## config.mk

```make
export PLATFORM = sky130hd
export DESIGN_NAME = vector_index_sequencer_flat
export DESIGN_NICKNAME = d
export VERILOG_FILES = /design/src/rtl/vector_index_sequencer_pkg.sv /design/src/rtl/vector_index_sequencer_if.sv /design/src/rtl/vector_index_sequencer_wrap_counter.sv /design/src/rtl/vector_index_sequencer.sv /design/src/flat_wrapper.sv
export SDC_FILE = /design/constraint.sdc
export NUM_CORES = 1
export LEC_CHECK = 0
export CORE_AREA = 2 2 39 41
export DETAILED_ROUTE_END_ITERATION = 12
export DIE_AREA = 0 0 41 43
export DONT_BUFFER_PORTS = 1
export PLACE_DENSITY_LB_ADDON = 0.05
export SLEW_MARGIN = 30
export SYNTH_ARGS = -nofsm -noshare
export SYNTH_HDL_FRONTEND = slang
export SYNTH_HIERARCHICAL = 1
export SYNTH_SLANG_ARGS = --single-unit
```

## constraint.sdc

```tcl
create_clock -name clock -period 2.93 [get_ports clock]
set_input_delay 0.879 -clock clock [delete_from_list [all_inputs] [get_ports clock]]
set_output_delay 0.879 -clock clock [all_outputs]
set_load 0.005 [all_outputs]
```

## src/rtl/vector_index_sequencer_pkg.sv

```systemverilog
// ---------------------------------------------------------------------------
// nn_seq_pkg
// Shared types and helpers for the vector index sequencer.
//   seq_state_t : sequencer FSM states (IDLE, RUN)
//   seq_width() : index width for a count, never narrower than one bit
// ---------------------------------------------------------------------------
package nn_seq_pkg;

    typedef enum logic {
        IDLE = 1'b0,
        RUN  = 1'b1
    } seq_state_t;

    // A count of 1 still needs a one-bit index so ports never collapse to
    // zero width.
    function automatic int seq_width(input int n);
        if (n <= 1) begin
            return 1;
        end
        return $clog2(n);
    endfunction

endpackage

```

## src/rtl/vector_index_sequencer_if.sv

```systemverilog
// ---------------------------------------------------------------------------
// vector_index_sequencer_if
// Handshake and index bus between the layer controller / MAC address logic
// (master) and the vector index sequencer (slave).
//   start, en, clear      : controller -> sequencer
//   element_index         : current element within the vector
//   vector_index          : current vector within the layer
//   last_element          : running and sitting on the last element
//   new_vector/layer_done : one-cycle boundary pulses
//   busy                  : sequencer is in RUN
// ---------------------------------------------------------------------------
interface vector_index_sequencer_if #(
    parameter int ELEM_COUNT = 8,
    parameter int VEC_COUNT  = 4
);
    import nn_seq_pkg::*;

    localparam int ELEM_W = seq_width(ELEM_COUNT);
    localparam int VEC_W  = seq_width(VEC_COUNT);

    logic              start;
    logic              en;
    logic              clear;
    logic [ELEM_W-1:0] element_index;
    logic [VEC_W-1:0]  vector_index;
    logic              last_element;
    logic              new_vector;
    logic              layer_done;
    logic              busy;

    modport master (
        output start, en, clear,
        input  element_index, vector_index, last_element,
        input  new_vector, layer_done, busy
    );

    modport slave (
        input  start, en, clear,
        output element_index, vector_index, last_element,
        output new_vector, layer_done, busy
    );

endinterface

```

## src/rtl/vector_index_sequencer_wrap_counter.sv

```systemverilog
// ---------------------------------------------------------------------------
// wrap_counter
// Counter that steps 0..MAX and returns to 0 on the increment taken at MAX.
// The wrap is an explicit compare against MAX, so non-power-of-two ranges
// wrap correctly.
//   clock, reset_n : clock, asynchronous active-low reset
//   clear          : synchronous return to 0, overrides inc
//   inc            : advance one step this cycle
//   count          : current value
//   at_max         : count == MAX (combinational)
// ---------------------------------------------------------------------------
module wrap_counter #(
    parameter int MAX = 7,
    parameter int W   = 3
) (
    input  logic         clock,
    input  logic         reset_n,
    input  logic         clear,
    input  logic         inc,
    output logic [W-1:0] count,
    output logic         at_max
);

    localparam logic [W-1:0] MAX_V = W'(MAX);

    assign at_max = (count == MAX_V);

    always_ff @(posedge clock or negedge reset_n) begin
        if (!reset_n) begin
            count <= '0;
        end else if (clear) begin
            count <= '0;
        end else if (inc) begin
            count <= at_max ? '0 : count + W'(1);
        end
    end

endmodule

```

## src/rtl/vector_index_sequencer.sv

```systemverilog
// ---------------------------------------------------------------------------
// vector_index_sequencer
// Two-level index generator: element_index walks one vector, vector_index
// walks one layer's worth of vectors. Boundary pulses are registered and the
// wrap costs no dead cycle, so a layer is exactly ELEM_COUNT*VEC_COUNT
// enabled cycles.
//   clock, reset_n : clock, asynchronous active-low reset
//   bus (slave)    : start/en/clear in; indices, last_element, new_vector,
//                    layer_done and busy out
// Parameters:
//   ELEM_COUNT, VEC_COUNT : elements per vector, vectors per layer (1..65536)
//   CONTINUOUS            : 0 = back to IDLE after the layer, 1 = keep looping
//   ELEM_W, VEC_W         : derived index widths, leave at default
// ---------------------------------------------------------------------------
module vector_index_sequencer
    import nn_seq_pkg::*;
#(
    parameter int ELEM_COUNT = 8,
    parameter int VEC_COUNT  = 4,
    parameter int CONTINUOUS = 0,
    parameter int ELEM_W     = seq_width(ELEM_COUNT),
    parameter int VEC_W      = seq_width(VEC_COUNT)
) (
    input  logic                        clock,
    input  logic                        reset_n,
    vector_index_sequencer_if.slave     bus
);

    seq_state_t        state_reg;
    logic              new_vector_reg;
    logic              layer_done_reg;

    logic [ELEM_W-1:0] elem_count;
    logic [VEC_W-1:0]  vec_count;
    logic              elem_at_max;
    logic              vec_at_max;

    logic              running;
    logic              elem_inc;
    logic              vec_inc;
    logic              layer_wrap;

    assign running    = (state_reg == RUN);
    assign elem_inc   = running & bus.en;
    // The vector counter only moves on the enabled cycle that consumes the
    // last element; a layer wraps when that also hits the last vector.
    assign vec_inc    = elem_inc & elem_at_max;
    assign layer_wrap = vec_inc & vec_at_max;

    wrap_counter #(
        .MAX (ELEM_COUNT - 1),
        .W   (ELEM_W)
    ) u_elem_counter (
        .clock   (clock),
        .reset_n (reset_n),
        .clear   (bus.clear),
        .inc     (elem_inc),
        .count   (elem_count),
        .at_max  (elem_at_max)
    );

    wrap_counter #(
        .MAX (VEC_COUNT - 1),
        .W   (VEC_W)
    ) u_vec_counter (
        .clock   (clock),
        .reset_n (reset_n),
        .clear   (bus.clear),
        .inc     (vec_inc),
        .count   (vec_count),
        .at_max  (vec_at_max)
    );

    // State and pulse registers. clear suppresses the pulses even when the
    // same cycle would have been a wrap.
    always_ff @(posedge clock or negedge reset_n) begin
        if (!reset_n) begin
            state_reg      <= IDLE;
            new_vector_reg <= 1'b0;
            layer_done_reg <= 1'b0;
        end else if (bus.clear) begin
            state_reg      <= IDLE;
            new_vector_reg <= 1'b0;
            layer_done_reg <= 1'b0;
        end else begin
            new_vector_reg <= vec_inc;
            layer_done_reg <= layer_wrap;
            case (state_reg)
                IDLE: begin
                    if (bus.start) begin
                        state_reg <= RUN;
                    end
                end
                RUN: begin
                    // Both counters have just wrapped to 0, so IDLE is
                    // entered with clean indices.
                    if (layer_wrap && (CONTINUOUS == 0)) begin
                        state_reg <= IDLE;
                    end
                end
                default: state_reg <= IDLE;
            endcase
        end
    end

    assign bus.element_index = elem_count;
    assign bus.vector_index  = vec_count;
    assign bus.last_element  = running & elem_at_max;
    assign bus.new_vector    = new_vector_reg;
    assign bus.layer_done    = layer_done_reg;
    assign bus.busy          = running;

endmodule
```

## src/flat_wrapper.sv

```systemverilog
// flat-port wrapper written by rule: the top's interface ports become plain ports
module vector_index_sequencer_flat import nn_seq_pkg::*;
#(
    parameter int ELEM_COUNT = 8,
    parameter int VEC_COUNT  = 4,
    parameter int CONTINUOUS = 0,
    parameter int ELEM_W     = seq_width(ELEM_COUNT),
    parameter int VEC_W      = seq_width(VEC_COUNT)
)
  (clock, reset_n, bus_start, bus_en, bus_clear, bus_element_index, bus_vector_index, bus_last_element, bus_new_vector, bus_layer_done, bus_busy);
  vector_index_sequencer_if #(.ELEM_COUNT(ELEM_COUNT), .VEC_COUNT(VEC_COUNT)) bus_i ();
  input  logic clock;
  input  logic reset_n;
  input wire logic [$bits(bus_i.start)-1:0] bus_start;
  input wire logic [$bits(bus_i.en)-1:0] bus_en;
  input wire logic [$bits(bus_i.clear)-1:0] bus_clear;
  output wire logic [$bits(bus_i.element_index)-1:0] bus_element_index;
  output wire logic [$bits(bus_i.vector_index)-1:0] bus_vector_index;
  output wire logic [$bits(bus_i.last_element)-1:0] bus_last_element;
  output wire logic [$bits(bus_i.new_vector)-1:0] bus_new_vector;
  output wire logic [$bits(bus_i.layer_done)-1:0] bus_layer_done;
  output wire logic [$bits(bus_i.busy)-1:0] bus_busy;
  assign bus_i.start = bus_start;
  assign bus_i.en = bus_en;
  assign bus_i.clear = bus_clear;
  assign bus_element_index = bus_i.element_index;
  assign bus_vector_index = bus_i.vector_index;
  assign bus_last_element = bus_i.last_element;
  assign bus_new_vector = bus_i.new_vector;
  assign bus_layer_done = bus_i.layer_done;
  assign bus_busy = bus_i.busy;
  vector_index_sequencer #(.ELEM_COUNT(ELEM_COUNT), .VEC_COUNT(VEC_COUNT), .CONTINUOUS(CONTINUOUS), .ELEM_W(ELEM_W), .VEC_W(VEC_W)) u_core (.clock(clock), .reset_n(reset_n), .bus(bus_i));
endmodule
```

==> results_dict.tcl, run 1 <==
set metrics [dict create \
    status "completed" \
    hpwl_um 543 \
    worst_slew_pin_slew_ns 0.177 \
    vias_per_cell 4.94 \
    grt_usage_pct 10.4 \
    drtIter0Drc 2 \
    crit_path_max_incr_delay_ns 0.42 \
    dp_cells 47 \
    synth_top_family_by_area "simple AND/OR/NAND/NOR gates" \
    tns_ns 0 \
    regMostFlops "u_core/u_elem_counter/count" \
    io_pins 14 \
    timing.rr.end "u_core/u_vec_counter/count[0]" \
    crit_path_start_kind "flip-flop" \
    place_congestion 0.652 \
    largestRegisters "u_core/u_elem_counter/count x3, u_core/u_vec_counter/count x2" \
    syn_inst 31 \
    core_um2 1380 \
    fin_area_um2 424 \
    drive_gt1_share_pct 23.5 \
    wl_um 667 \
    vdd_drop_max_mv 0.201 \
    synth.avg_cell_area_um2 12.3 \
    final_net_count 44 \
    drc 0 \
    pre_cts_ws_ns 1.06 \
    crit_arrival_ns 1.26 \
    placed_cell_area_um2 402 \
    seqPwrFrac_pct 56.6 \
    synth_xor_area_share_pct 0 \
    hold_buffers 0 \
    grt_max_degree 9 \
    synthAdderAreaFrac_pct 9.84 \
    ctsRootBufferMaster "clkbuf_4" \
    switching_power_uw 40.4 \
    ys_seq_elements 8 \
    syn_area_um2 382 \
    power.share.clock_pct 40.1 \
    antenna_found_initial 0 \
    dieArea_um2 1760 \
    fill_cells 147 \
    cp-end-kind "output port" \
    cts_buffers 3 \
    max_cap_viol_count 0 \
    largest_register_ff_count 3 \
    swShare_pct 19.8 \
    worst_r2r_path_depth 6 \
    timing.final.ws_setup_ns 0.793 \
    cts_resized 0 \
    ys_seq_area_share_pct 52.5 \
    drv_slew 0 \
    rr_startpoint "u_core/u_elem_counter/count[0]" \
    clock-sinks 8 \
    crit_chain "ha_1 > ha_1 > and2_4" \
    final-hold-violation-count 0 \
    min_period_ns 2.14 \
    overflow 0 \
    slowest_stage "dfrtp_1" \
    critPathRequiredTime_ns 2.05 \
    final_cell_mix "dfrtp_1 (8), nor2_1 (5), clkbuf_4 (3), mux2i_1 (3), ha_1 (3)" \
    internal-power_uw 163 \
    n_antenna_cell 0 \
    setup_viol 0 \
    critPathMaxFanout 4 \
    postRouteAntennaNets 0 \
    final_core_util_pct 30.7 \
    finalNonFillerCells 50 \
    clkTransAtPathRegs_ns 0.05 \
    clock_latency_ns 0.24 \
    rows 14 \
    synth_fp_nets 39 \
    synth_compound_area_share_pct 8.52 \
    dr.pass1.iters 3 \
    htreeDepth 1 \
    avgRoutedWirePerCell_um 13.3 \
    vias 247 \
    cts.path.max_buffers 2 \
    grt_first_pass_wirelength_mm 1.15 \
    dieWidth_um 41 \
    synth-warning-count 6 \
    cts_tree "built" \
    total_power_uw 204 \
    maxSlewHeadroom_pct 88.2 \
    io_buffers 0 \
    cts_setup_buffers 0 \
    ys_types 13 \
    fp.dieH_um 43 \
    grt_pass1_vias 250 \
    p_per_area_nw_per_um2 480 \
    fin_crit_sh_pct 72.9 \
    synth-simple-area-share_pct 20.3 \
    ff2ff_setup_slack_ns 1.36 \
    leakage_nw 0.203 \
    synth_mux_area_share_pct 7.87 \
    rsz0062_at_grt "false" \
    crit_type "flip-flop to output port" \
    syn_to_final_growth_pct 11.1 \
    max_freq_mhz 468 \
    floorplan.initialDensity_pct 27.6 \
    clock_skew_ns 0.000466 \
    holdCritPathClass "input port to asynchronous set/reset pin" \
    hold_ws_ns 0.325 \
    path_common_cell "ha_1" \
    pwr-share-comb_pct 3.3 \
    layout.cells.most_common "dfrtp_1" \
]
-- cell type report --
| type | count | area, um^2 | share of cell area (%) |
|---|---|---|---|
| Sequential cell | 8 | 200 | 47.2 |
| Inverter | 1 | 3.75 | 0.885 |
| Multi-Input combinational cell | 22 | 178 | 41.9 |
| Tap cell | 16 | 20.0 | 4.72 |
| Clock buffer | 3 | 22.5 | 5.31 |
-- metal layers --
metal  global-route usage, %  vias up  part of all wire [%]  wire, um
met3                    6.81        0                    11        73
li1                        -      117                     -         -
met5                       0        -                     0         0
met2                    12.2        9                    43       290
met4                    8.00        0                     0         0
met1                    12.7      121                    45       302
-- critical path, delay by kind of cell (launching register included) --
family | cells | cell delay (ns)
fa+ha+maj | 2 | 0.42
flops | 1 | 0.42
simple gates | 1 | 0.18
-- cells in the mapped netlist, drive strengths merged --
library cell,number,area share [%]
a311oi,1,3.9
mux2i,3,7.9
or3b,2,4.6
ha,3,9.8
a21oi,2,4.6
nand2b,2,3.3
dfrtp,8,52
and2,2,4.3
nor3b,1,2.0
inv,1,0.98
nand3,1,1.3
nor2,5,4.9
-- worst max path at each step --
stage	start	to	slack, ns
floorplan	u_core/u_elem_counter/count[0]	bus_last_element	1.11
global placement	u_core/u_elem_counter/count[0]	bus_last_element	1.05
detailed placement	u_core/u_elem_counter/count[0]	bus_last_element	1.06
CTS	u_core/u_elem_counter/count[0]	bus_last_element	0.78
global route	u_core/u_elem_counter/count[0]	bus_last_element	0.73
finish	u_core/u_elem_counter/count[0]	bus_last_element	0.79
-- power by group through the flow --
stage	clock, mW	combinational (mW)	sequential [mW]
4_1_cts	0.0867	0.00691	0.115
3_3_place_gp	0	0.00660	0.117
2_1_floorplan	0	0.00619	0.117
5_1_grt	0.0978	0.00776	0.116
6_report	0.0817	0.00676	0.115
3_5_place_dp	0	0.00694	0.117
-- cells by family after synthesis --
| kind of cell | count (synthesis) |
|---|---|
| AND/OR/NAND/NOR | 13 |
| flip-flops | 8 |
| AO/OA/AOI/OAI | 3 |
| multiplexers | 3 |
| adder cells (fa/ha/maj) | 3 |
| buffers and inverters | 1 |
No activity file was read; power rests on OpenSTA's default activity.
==> run 2: changes to the inputs <==
- clock period: 2.93 -> 1.8 ns (I/O delays scaled with it)
==> run 2 against run 1 <==
  * Critical path depth unchanged
  * Die area unchanged
  * Clock skew up 0.0053 ns
  * Global-route usage up 0.31 points
  * Sequential power increased by 63%
  * Wire length grew 0.45%
  * Combinational power grew 140%
  * Critical path type unchanged
==> results_dict.tcl, run 2 (same netlist as run 1, synthesis figures left out) <==
set metrics [dict create \
    wl_um 670 \
    drive_gt1_share_pct 28.6 \
    avgRoutedWirePerCell_um 13.1 \
    dr.pass1.iters 4 \
    holdCritPathClass "input port to flip-flop" \
    fin_crit_sh_pct 96.7 \
    leakage_nw 0.201 \
    maxSlewHeadroom_pct 75.8 \
    rsz0062_at_grt "false" \
    fp.dieH_um 43 \
    dieArea_um2 1760 \
    rows 14 \
    clock_skew_ns 0.00577 \
    io_pins 14 \
    core_um2 1380 \
    slowest_stage "dfrtp_1" \
    placed_cell_area_um2 402 \
    crit_path_max_incr_delay_ns 0.42 \
    layout.cells.most_common "dfrtp_1" \
    floorplan.initialDensity_pct 27.6 \
    busiest_layer "met2" \
    dieWidth_um 41 \
    grt_usage_pct 10.7 \
    postRouteAntennaNets 0 \
    vias 248 \
    syn_to_final_growth_pct 15.1 \
    critPathRequiredTime_ns 1.26 \
    place_congestion 0.612 \
    critPathMaxFanout 4 \
    crit_path_start_kind "flip-flop" \
    final_cell_mix "dfrtp_1 (8), nor2_1 (5), clkbuf_4 (3), mux2i_1 (3)" \
    hpwl_um 534 \
    finalNonFillerCells 51 \
    final_core_util_pct 31.7 \
    crit_chain "ha_2 > ha_2 > and2_4" \
    vias_per_cell 4.86 \
    fill_cells 153 \
    io_buffers 0 \
    final-hold-violation-count 0 \
    grt_pass1_vias 271 \
    htreeDepth 1 \
    cp-end-kind "output port" \
    cts_setup_buffers 0 \
    clock_latency_ns 0.25 \
    regMostFlops "u_core/u_elem_counter/count" \
    fin_area_um2 439 \
    vdd_drop_max_mv 0.264 \
    n_antenna_cell 0 \
    overflow 0 \
    clock-sinks 8 \
    worst_slew_pin_slew_ns 0.361 \
    final_net_count 45 \
    largestRegisters "u_core/u_elem_counter/count x3, u_core/u_vec_counter/count x2" \
    antenna_found_initial 0 \
    gr-usage-met3_pct 8.38 \
    ctsRootBufferMaster "clkbuf_4" \
    path_common_cell "ha_2" \
    critPathBufInv 0 \
    crit_arrival_ns 1.20 \
    grtUsageMet1_pct 10.5 \
    hold_ws_ns 0.338 \
    met2_usage_pct 14.4 \
    cts_buffers 3 \
    max_cap_viol_count 0 \
    tns_ns 0 \
    p_per_area_nw_per_um2 767 \
    dp_cells 47 \
    grt_first_pass_wirelength_mm 1.17 \
    drtIter0Drc 1 \
    status "completed" \
    grt_max_degree 9 \
    cts_tree "built" \
    max_freq_mhz 574 \
    setup_viol 0 \
    crit_type "flip-flop to output port" \
    path_delay_family "flip-flops" \
    drv_slew 0 \
    clkTransAtPathRegs_ns 0.06 \
    drc 0 \
    largest_register_ff_count 3 \
    min_period_ns 1.74 \
    cts.path.max_buffers 2 \
]
run 2: worst register-to-register path: cells and delay by family (launching register included):
kind / cells / cell delay [ns]
buf+inv: 1 / 0.12
fa+ha+maj: 2 / 0.37
simple gates: 2 / 0.49
compound gates: 1 / 0.12
flops: 1 / 0.40
run 2: path summary, 6_finish.rpt:
check | cells after the start | endpoint | slack [ns] | from
setup reg to reg | 6 | u_core/u_vec_counter/count[0] | 0.25 | u_core/u_elem_counter/count[0]
hold reg to reg | 2 | u_core/u_elem_counter/count[1] | 0.58 | u_core/u_elem_counter/count[1]
max in group asynchronous | 1 | u_core/u_elem_counter/count[1] | 0.90 | reset_n
hold / removal | 1 | u_core/u_vec_counter/count[0] | 0.34 | bus_clear
min in group asynchronous | 1 | u_core/bus.new_vector | 0.64 | reset_n
setup / recovery | 3 | bus_last_element | 0.06 | u_core/u_elem_counter/count[0]
run 2: metal layers:
| layer | wire length, um | part of all wire (%) |
|---|---|---|
| met1 | 274 | 41 |
| met2 | 315 | 47 |
| met3 | 80 | 12 |
| met4 | 0 | 0 |
| met5 | 0 | 0 |
run 2: metrics by stage:
stage | total power [mW] | worst slack, ns
after global routing | 0.365 | 0.00183
after CTS | 0.347 | 0.0140
after global placement | 0.202 | 0.269
final | 0.337 | 0.0585
after detailed placement | 0.202 | 0.232
after floorplan | 0.200 | 0.316
run 2: area by class of cell:
class / count / area, um^2 / share of cell area (%)
Clock buffer: 3 / 22.5 / 5.13
Timing Repair Buffer: 1 / 10.0 / 2.28
Inverter: 1 / 3.75 / 0.855
Sequential cell: 8 / 200 / 45.6
Tap cell: 16 / 20.0 / 4.56
Multi-Input combinational cell: 22 / 183 / 41.6
run 2: power breakdown:
| group | switching, mW | total, mW | internal (mW) |
|---|---|---|---|
| clock network | 0.0569 | 0.133 | 0.0760 |
| registers | 0.00427 | 0.188 | 0.183 |
| logic | 0.00803 | 0.0161 | 0.00805 |
| total | 0.0693 | 0.337 | 0.267 |
run 2: repair_timing:
item | CTS | global route
hold buffers | 1 | 0
endpoints found under the hold margin | 8 | 0
pin swaps | 0 | 0
endpoints found under the setup margin | 1 | 1
resized for setup | 1 | 1
==> run 3: changes to the inputs <==
- REMOVE_ABC_BUFFERS: default -> 1
==> results of run 3 <==
No change in the layout: final DEF, timing and power equal those of run 2.
==> edit 1 (flow settings as in run 3) <==
`ELEM_COUNT` is set to 8 in 3 places; all go to 16.
--- a/src/rtl/vector_index_sequencer_if.sv
+++ b/src/rtl/vector_index_sequencer_if.sv
@@ -11,5 +11,5 @@
 // ---------------------------------------------------------------------------
 interface vector_index_sequencer_if #(
-    parameter int ELEM_COUNT = 8,
+    parameter int ELEM_COUNT = 16,
     parameter int VEC_COUNT  = 4
 );
--- a/src/rtl/vector_index_sequencer.sv
+++ b/src/rtl/vector_index_sequencer.sv
@@ -16,5 +16,5 @@
     import nn_seq_pkg::*;
 #(
-    parameter int ELEM_COUNT = 8,
+    parameter int ELEM_COUNT = 16,
     parameter int VEC_COUNT  = 4,
     parameter int CONTINUOUS = 0,
--- a/src/flat_wrapper.sv
+++ b/src/flat_wrapper.sv
@@ -2,5 +2,5 @@
 module vector_index_sequencer_flat import nn_seq_pkg::*;
 #(
-    parameter int ELEM_COUNT = 8,
+    parameter int ELEM_COUNT = 16,
     parameter int VEC_COUNT  = 4,
     parameter int CONTINUOUS = 0,
Interface: changed (resized bus_element_index); port bits go from 14 to 15. The function was not compared with the original's and may differ.
==> edit 1 against run 3 <==
Setup slack improved by 0.0061 ns; sequential power grew 12%; routed wire length grew 19%; count of clock-buffer cells in the layout is 1 higher; total power rose by 12%; final cell count is 20% higher; global-route usage about the same; synthesized area is 14% higher; cell area grew 15%; non-clock buffer count up 1; sequential cell count up 1; largest power group unchanged.
==> edit 1: results (changes against run 3) <==
----------------------------------------------------
[Synthesis]
  Post-synthesis instance total ... 39 (was 31)
  Register area share after synthesis ... 0.5158 (was 0.5246)
  Most frequent cells after synthesis ... sky130_fd_sc_hd__dfrtp_1, sky130_fd_sc_hd__nor2_1, sky130_fd_sc_hd__nand2_1 (was sky130_fd_sc_hd__dfrtp_1, sky130_fd_sc_hd__nor2_1, sky130_fd_sc_hd__ha_1, sky130_fd_sc_hd__mux2i_1)
  Top area cells in the synthesized netlist ... sky130_fd_sc_hd__dfrtp_1, sky130_fd_sc_hd__ha_1, sky130_fd_sc_hd__mux2i_1 (unchanged)
  Cell variety after synth ... 19 (was 13)

[Outcome]
  Status ... finished, final reports clean (unchanged)

[Route]
  Detailed Route Iter0 Violations ... 6 (was 1)
  Final WL ... 795 µm (was 670 µm)
  Total via count in the routed design ... 300 (was 248)
  1st-pass router iterations ... 3 (was 4)

[Setup path]
  Slack of the worst reg-to-reg path ... 0.23 ns (was 0.25 ns)
  Worst flop-to-flop path startpoint ... u_core/u_elem_counter/count[1] (was u_core/u_elem_counter/count[0])
  Peak fanout along the critical path ... 5 (was 4)

[Placed design]
  Last weighted congestion value of the routability-driven placer ... 0.8032 (was 0.6117)
  DP Wirelength ... 619.8 µm (was 534.1 µm)

[Cells and area]
  Fill cells ... 141 (was 153)
  Number of nets in the final layout ... 53 (was 45)
  Proportion of layout cells with a drive suffix above 1 ... 0.2667 (was 0.2857)
  Biggest registers after layout ... u_core/u_elem_counter/count: 4 flops, u_core/u_vec_counter/count: 2 flops (was u_core/u_elem_counter/count: 3 flops, u_core/u_vec_counter/count: 2 flops)

[Global routing]
  M1 GR Usage ... 0.1151 (was 0.1049)
  Total track usage ... 0.1072 (was 0.1071)
  Met2 Use GR ... 0.1625 (was 0.1438)
  Largest net degree at the start of global routing ... 10 (was 9)
  Global Route met3 Usage ... 0.06806 (was 0.08377)

[Power]
  Worst IR Drop VDD ... 423.1 µV (was 264.1 µV)

[Timing]
  Clock tree skew after final layout ... 0.005587 ns (was 0.005771 ns)

----------------------------------------------------
-- edit 1: cell types whose count changed in the layout (fill, tap and decap cells not counted), sizes merged --
cell,before,now
and3,0,1
xor2,0,1
o21ai,0,1
or3,0,1
ha,3,2
clkbuf,3,4
mux2i,3,2
dfrtp,8,9
nand2,0,3
buf,0,1
a21oi,2,4
-- edit 1: worst max-delay path, cell delays in order, from the launching register on --
cell and delay [ns]:
sky130_fd_sc_hd__dfrtp_2 0.44, sky130_fd_sc_hd__ha_2 0.20, sky130_fd_sc_hd__and3_4 0.15, sky130_fd_sc_hd__and2_4 0.16
-- edit 1: metrics by stage --
stage	setup WS, ns	utilization	hold slack, ns	cells	area (µm²)
after CTS	0.0002849	0.3617	0.3279	61	500.5
after global routing	0.006119	0.3644	0.3127	61	504.2
after detailed placement	0.1632	0.3354	0.2447	56	464.2
after global placement	0.2115	0.3354	0.2446	56	464.2
after floorplan	0.2919	-	0.2444	39	436.7
final	0.06463	0.3644	0.3355	61	504.2
-- edit 1: timing repair --
item,4_1_cts,5_1_grt
hold endpoints to repair,9,0
endpoints found under the setup margin,0,1
resized for setup,0,2
hold buffers,1,0
-- edit 1: logic make-up after synthesis --
| kind of cell | Yosys count | synth area share |
|---|---|---|
| flip-flops | 9 | 0.5158 |
| AO/OA/AOI/OAI | 6 | 0.1089 |
| multiplexers | 2 | 0.04585 |
| AND/OR/NAND/NOR | 18 | 0.2436 |
| buffers and inverters | 1 | 0.008588 |
| adder cells (fa/ha/maj) | 2 | 0.05730 |
| XOR/XNOR | 1 | 0.02006 |
-- edit 1: how the worst max path moves through the flow --
stage                                              start                            end  slack, ns  depth (start not counted)
after floorplan           u_core/u_elem_counter/count[0]  u_core/u_vec_counter/count[0]       0.29                          6
after global placement    u_core/u_elem_counter/count[1]  u_core/u_vec_counter/count[0]       0.21                          6
after detailed placement  u_core/u_elem_counter/count[1]  u_core/u_vec_counter/count[0]       0.16                          6
after CTS                 u_core/u_elem_counter/count[1]               bus_last_element     0.0003                          3
after global routing      u_core/u_elem_counter/count[1]               bus_last_element      0.006                          3
final                     u_core/u_elem_counter/count[1]               bus_last_element       0.06                          3
-- edit 1: power breakdown --
group	leakage (nW)	internal, mW	switching, mW
combinational	0.0826	0.00949	0.0106
sequential	0.122	0.206	0.00373
clock	0.0150	0.0849	0.0623
-- edit 1: area by class of cell --
class	count	share of cell area
Clock buffer	4	0.05211
Inverter	1	0.007444
Multi-Input combinational cell	29	0.4169
Sequential cell	9	0.4491
Tap cell	16	0.03970
Timing Repair Buffer	2	0.03474
-- edit 1: metal layers --
layer / up-vias / share of wire
met3: 0 / 0.079
met1: 140 / 0.43
met2: 9 / 0.49
met5: - / 0
met4: 0 / 0
li1: 151 / -
==> edit 2 (flow settings as in run 3) <==
Without the edit above. Reset style: synchronous (`reset_n`), changed in 2 clocked blocks. Comments in the files are not updated.
--- a/src/rtl/vector_index_sequencer_wrap_counter.sv
+++ b/src/rtl/vector_index_sequencer_wrap_counter.sv
@@ -26,5 +26,5 @@
     assign at_max = (count == MAX_V);
 
-    always_ff @(posedge clock or negedge reset_n) begin
+    always_ff @(posedge clock) begin
         if (!reset_n) begin
             count <= '0;
--- a/src/rtl/vector_index_sequencer.sv
+++ b/src/rtl/vector_index_sequencer.sv
@@ -74,5 +74,5 @@
     // State and pulse registers. clear suppresses the pulses even when the
     // same cycle would have been a wrap.
-    always_ff @(posedge clock or negedge reset_n) begin
+    always_ff @(posedge clock) begin
         if (!reset_n) begin
             state_reg      <= IDLE;
Check against the original RTL: differs if reset_n is asserted again (counterexample within 4 cycles, from zero or initial values and one cycle with reset_n low); with reset_n held inactive, the same outputs for 10 cycles.
==> edit 2 against run 3 <==
Sequential cell count unchanged; highest routed layer is now met4; routed wire length down 3.4%; cell area fell by 7.7%; sequential power is 4% lower; count of clock-buffer cells in the layout stayed put; global-route usage shrank 1.4 points; synthesized area down 4.9%; total power decreased by 4.5%; final cell count up 5.9%; combinational power shrank 35%; fmax fell by 0.17%; die area unchanged; first-iteration DRC count rose to 3.0 times the old value; setup slack lost 0.0029 ns.
==> edit 2: results (changes against run 3) <==
----------------------------------------------------
[Synthesis]
  Share of flip-flops with an asynchronous set or reset after synthesis ... 0 (was 1.000)
  Most frequent cells after synthesis ... sky130_fd_sc_hd__dfxtp_1, sky130_fd_sc_hd__nand2b_1, sky130_fd_sc_hd__nor2_1, sky130_fd_sc_hd__ha_1, sky130_fd_sc_hd__mux2i_1 (was sky130_fd_sc_hd__dfrtp_1, sky130_fd_sc_hd__nor2_1, sky130_fd_sc_hd__ha_1, sky130_fd_sc_hd__mux2i_1)
  Top area cells in the synthesized netlist ... sky130_fd_sc_hd__dfxtp_1, sky130_fd_sc_hd__ha_1, sky130_fd_sc_hd__nand2b_1 (was sky130_fd_sc_hd__dfrtp_1, sky130_fd_sc_hd__ha_1, sky130_fd_sc_hd__mux2i_1)
  Register area share after synthesis ... 0.4414 (was 0.5246)

[Cells and area]
  Fill cells ... 145 (was 153)
  Number of nets in the final layout ... 48 (was 45)
  Number of antenna repair diodes ... 0 (unchanged)
  Proportion of layout cells with a drive suffix above 1 ... 0.2632 (was 0.2857)

[Power]
  Worst IR Drop VDD ... 314.6 µV (was 264.1 µV)
  Leak Pwr ... 0.1534 nW (was 0.2012 nW)

[Global routing]
  Largest net degree at the start of global routing ... 6 (was 9)
  Wire length of the first global-routing pass ... 1.000 mm (was 1.173 mm)
  Total track usage ... 0.09265 (was 0.1071)
  Number of global-route vias before repair ... 255 (was 271)

[Setup path]
  Capture instance of the worst register-to-register path ... u_core/u_vec_counter/count[0] (unchanged)
  Peak fanout along the critical path ... 4 (unchanged)
  Critical path launch point ... u_core/u_elem_counter/count[0] (unchanged)
  Depth of the most critical reg-to-reg path ... 6 (unchanged)
  Slack of the worst reg-to-reg path ... 0.30 ns (was 0.25 ns)

[Clocking]
  Maximum clock insertion buffer count ... 2 (unchanged)
  Number of instances resized during post-cts repair ... 0 (was 1)

[Route]
  Detailed Route Iter0 Violations ... 3 (was 1)
  Final WL ... 647 µm (was 670 µm)
  DR vias/cell ... 4.444 (was 4.863)
  1st-pass router iterations ... 3 (was 4)

[Worst hold path]
  Hold Crit Depth ... 2 (was 1)
  Worst Min Path Start ... bus_en (was bus_clear)
  Worst hold path endpoint ... u_core/bus.new_vector (was u_core/u_vec_counter/count[0])

[Timing]
  Slew @ Worst Pin ... 0.1994 ns (was 0.3614 ns)
  Clock tree skew after final layout ... 0.0005968 ns (was 0.005771 ns)

[Placed design]
  DP Wirelength ... 543.3 µm (was 534.1 µm)
  Last weighted congestion value of the routability-driven placer ... 0.5922 (was 0.6117)

[Outcome]
  Status ... finished, final reports clean (unchanged)

----------------------------------------------------
## edit 2: stage by stage
stage          cell area [µm²]  setup WS [ns]  hold slack (ns)  instances  utilization
3_5_place_dp             382.9         0.2794           0.5351         51       0.2767
4_1_cts                  405.4        0.02760           0.4417         54       0.2929
6_report                 405.4        0.05558           0.4505         54       0.2929
2_1_floorplan            362.8         0.3563           0.5042         35            -
3_3_place_gp             382.9         0.3173           0.5244         51       0.2767
5_1_grt                  405.4       0.008155           0.4476         54       0.2929
## edit 2: power by group
group | internal (mW) | total (mW) | switching, mW
registers | 0.179 | 0.181 | 0.00210
logic | 0.00496 | 0.0105 | 0.00554
clock network | 0.0758 | 0.130 | 0.0543
## edit 2: routing by layer
metal / up-vias / track usage / routed length [µm]
met5: - / 0 / 0
met4: 0 / 0.1000 / 5
met3: 2 / 0.04712 / 68
met2: 6 / 0.1281 / 350
met1: 108 / 0.08766 / 222
li1: 124 / - / -
## edit 2: final cells by class
| class | count | share of cell area |
|---|---|---|
| Multi-Input combinational cell | 25 | 0.4815 |
| Sequential cell | 8 | 0.3951 |
| Clock buffer | 3 | 0.05556 |
| Tap cell | 16 | 0.04938 |
| Inverter | 2 | 0.01852 |
## edit 2: how the worst max path moves through the flow
stage                                          endpoint  slack [ns]  cells after the start
after CTS                              bus_last_element        0.03                      3
after global placement                 bus_last_element        0.32                      3
final                                  bus_last_element        0.06                      3
after global routing                   bus_last_element       0.008                      3
after detailed placement  u_core/u_vec_counter/count[0]        0.28                      6
after floorplan                        bus_last_element        0.36                      3
## edit 2: kinds of logic after synthesis
family	share of synthesized area
flops	0.4414
mux	0.08276
buf+inv	0.02067
compound gates	0.08276
simple gates	0.2690
fa+ha+maj	0.1035
## edit 2: worst max-delay path: stages, from the launching register on
cell	delay, ns
sky130_fd_sc_hd__dfxtp_1	0.34
sky130_fd_sc_hd__ha_1	0.21
sky130_fd_sc_hd__ha_1	0.21
sky130_fd_sc_hd__and2_2	0.21
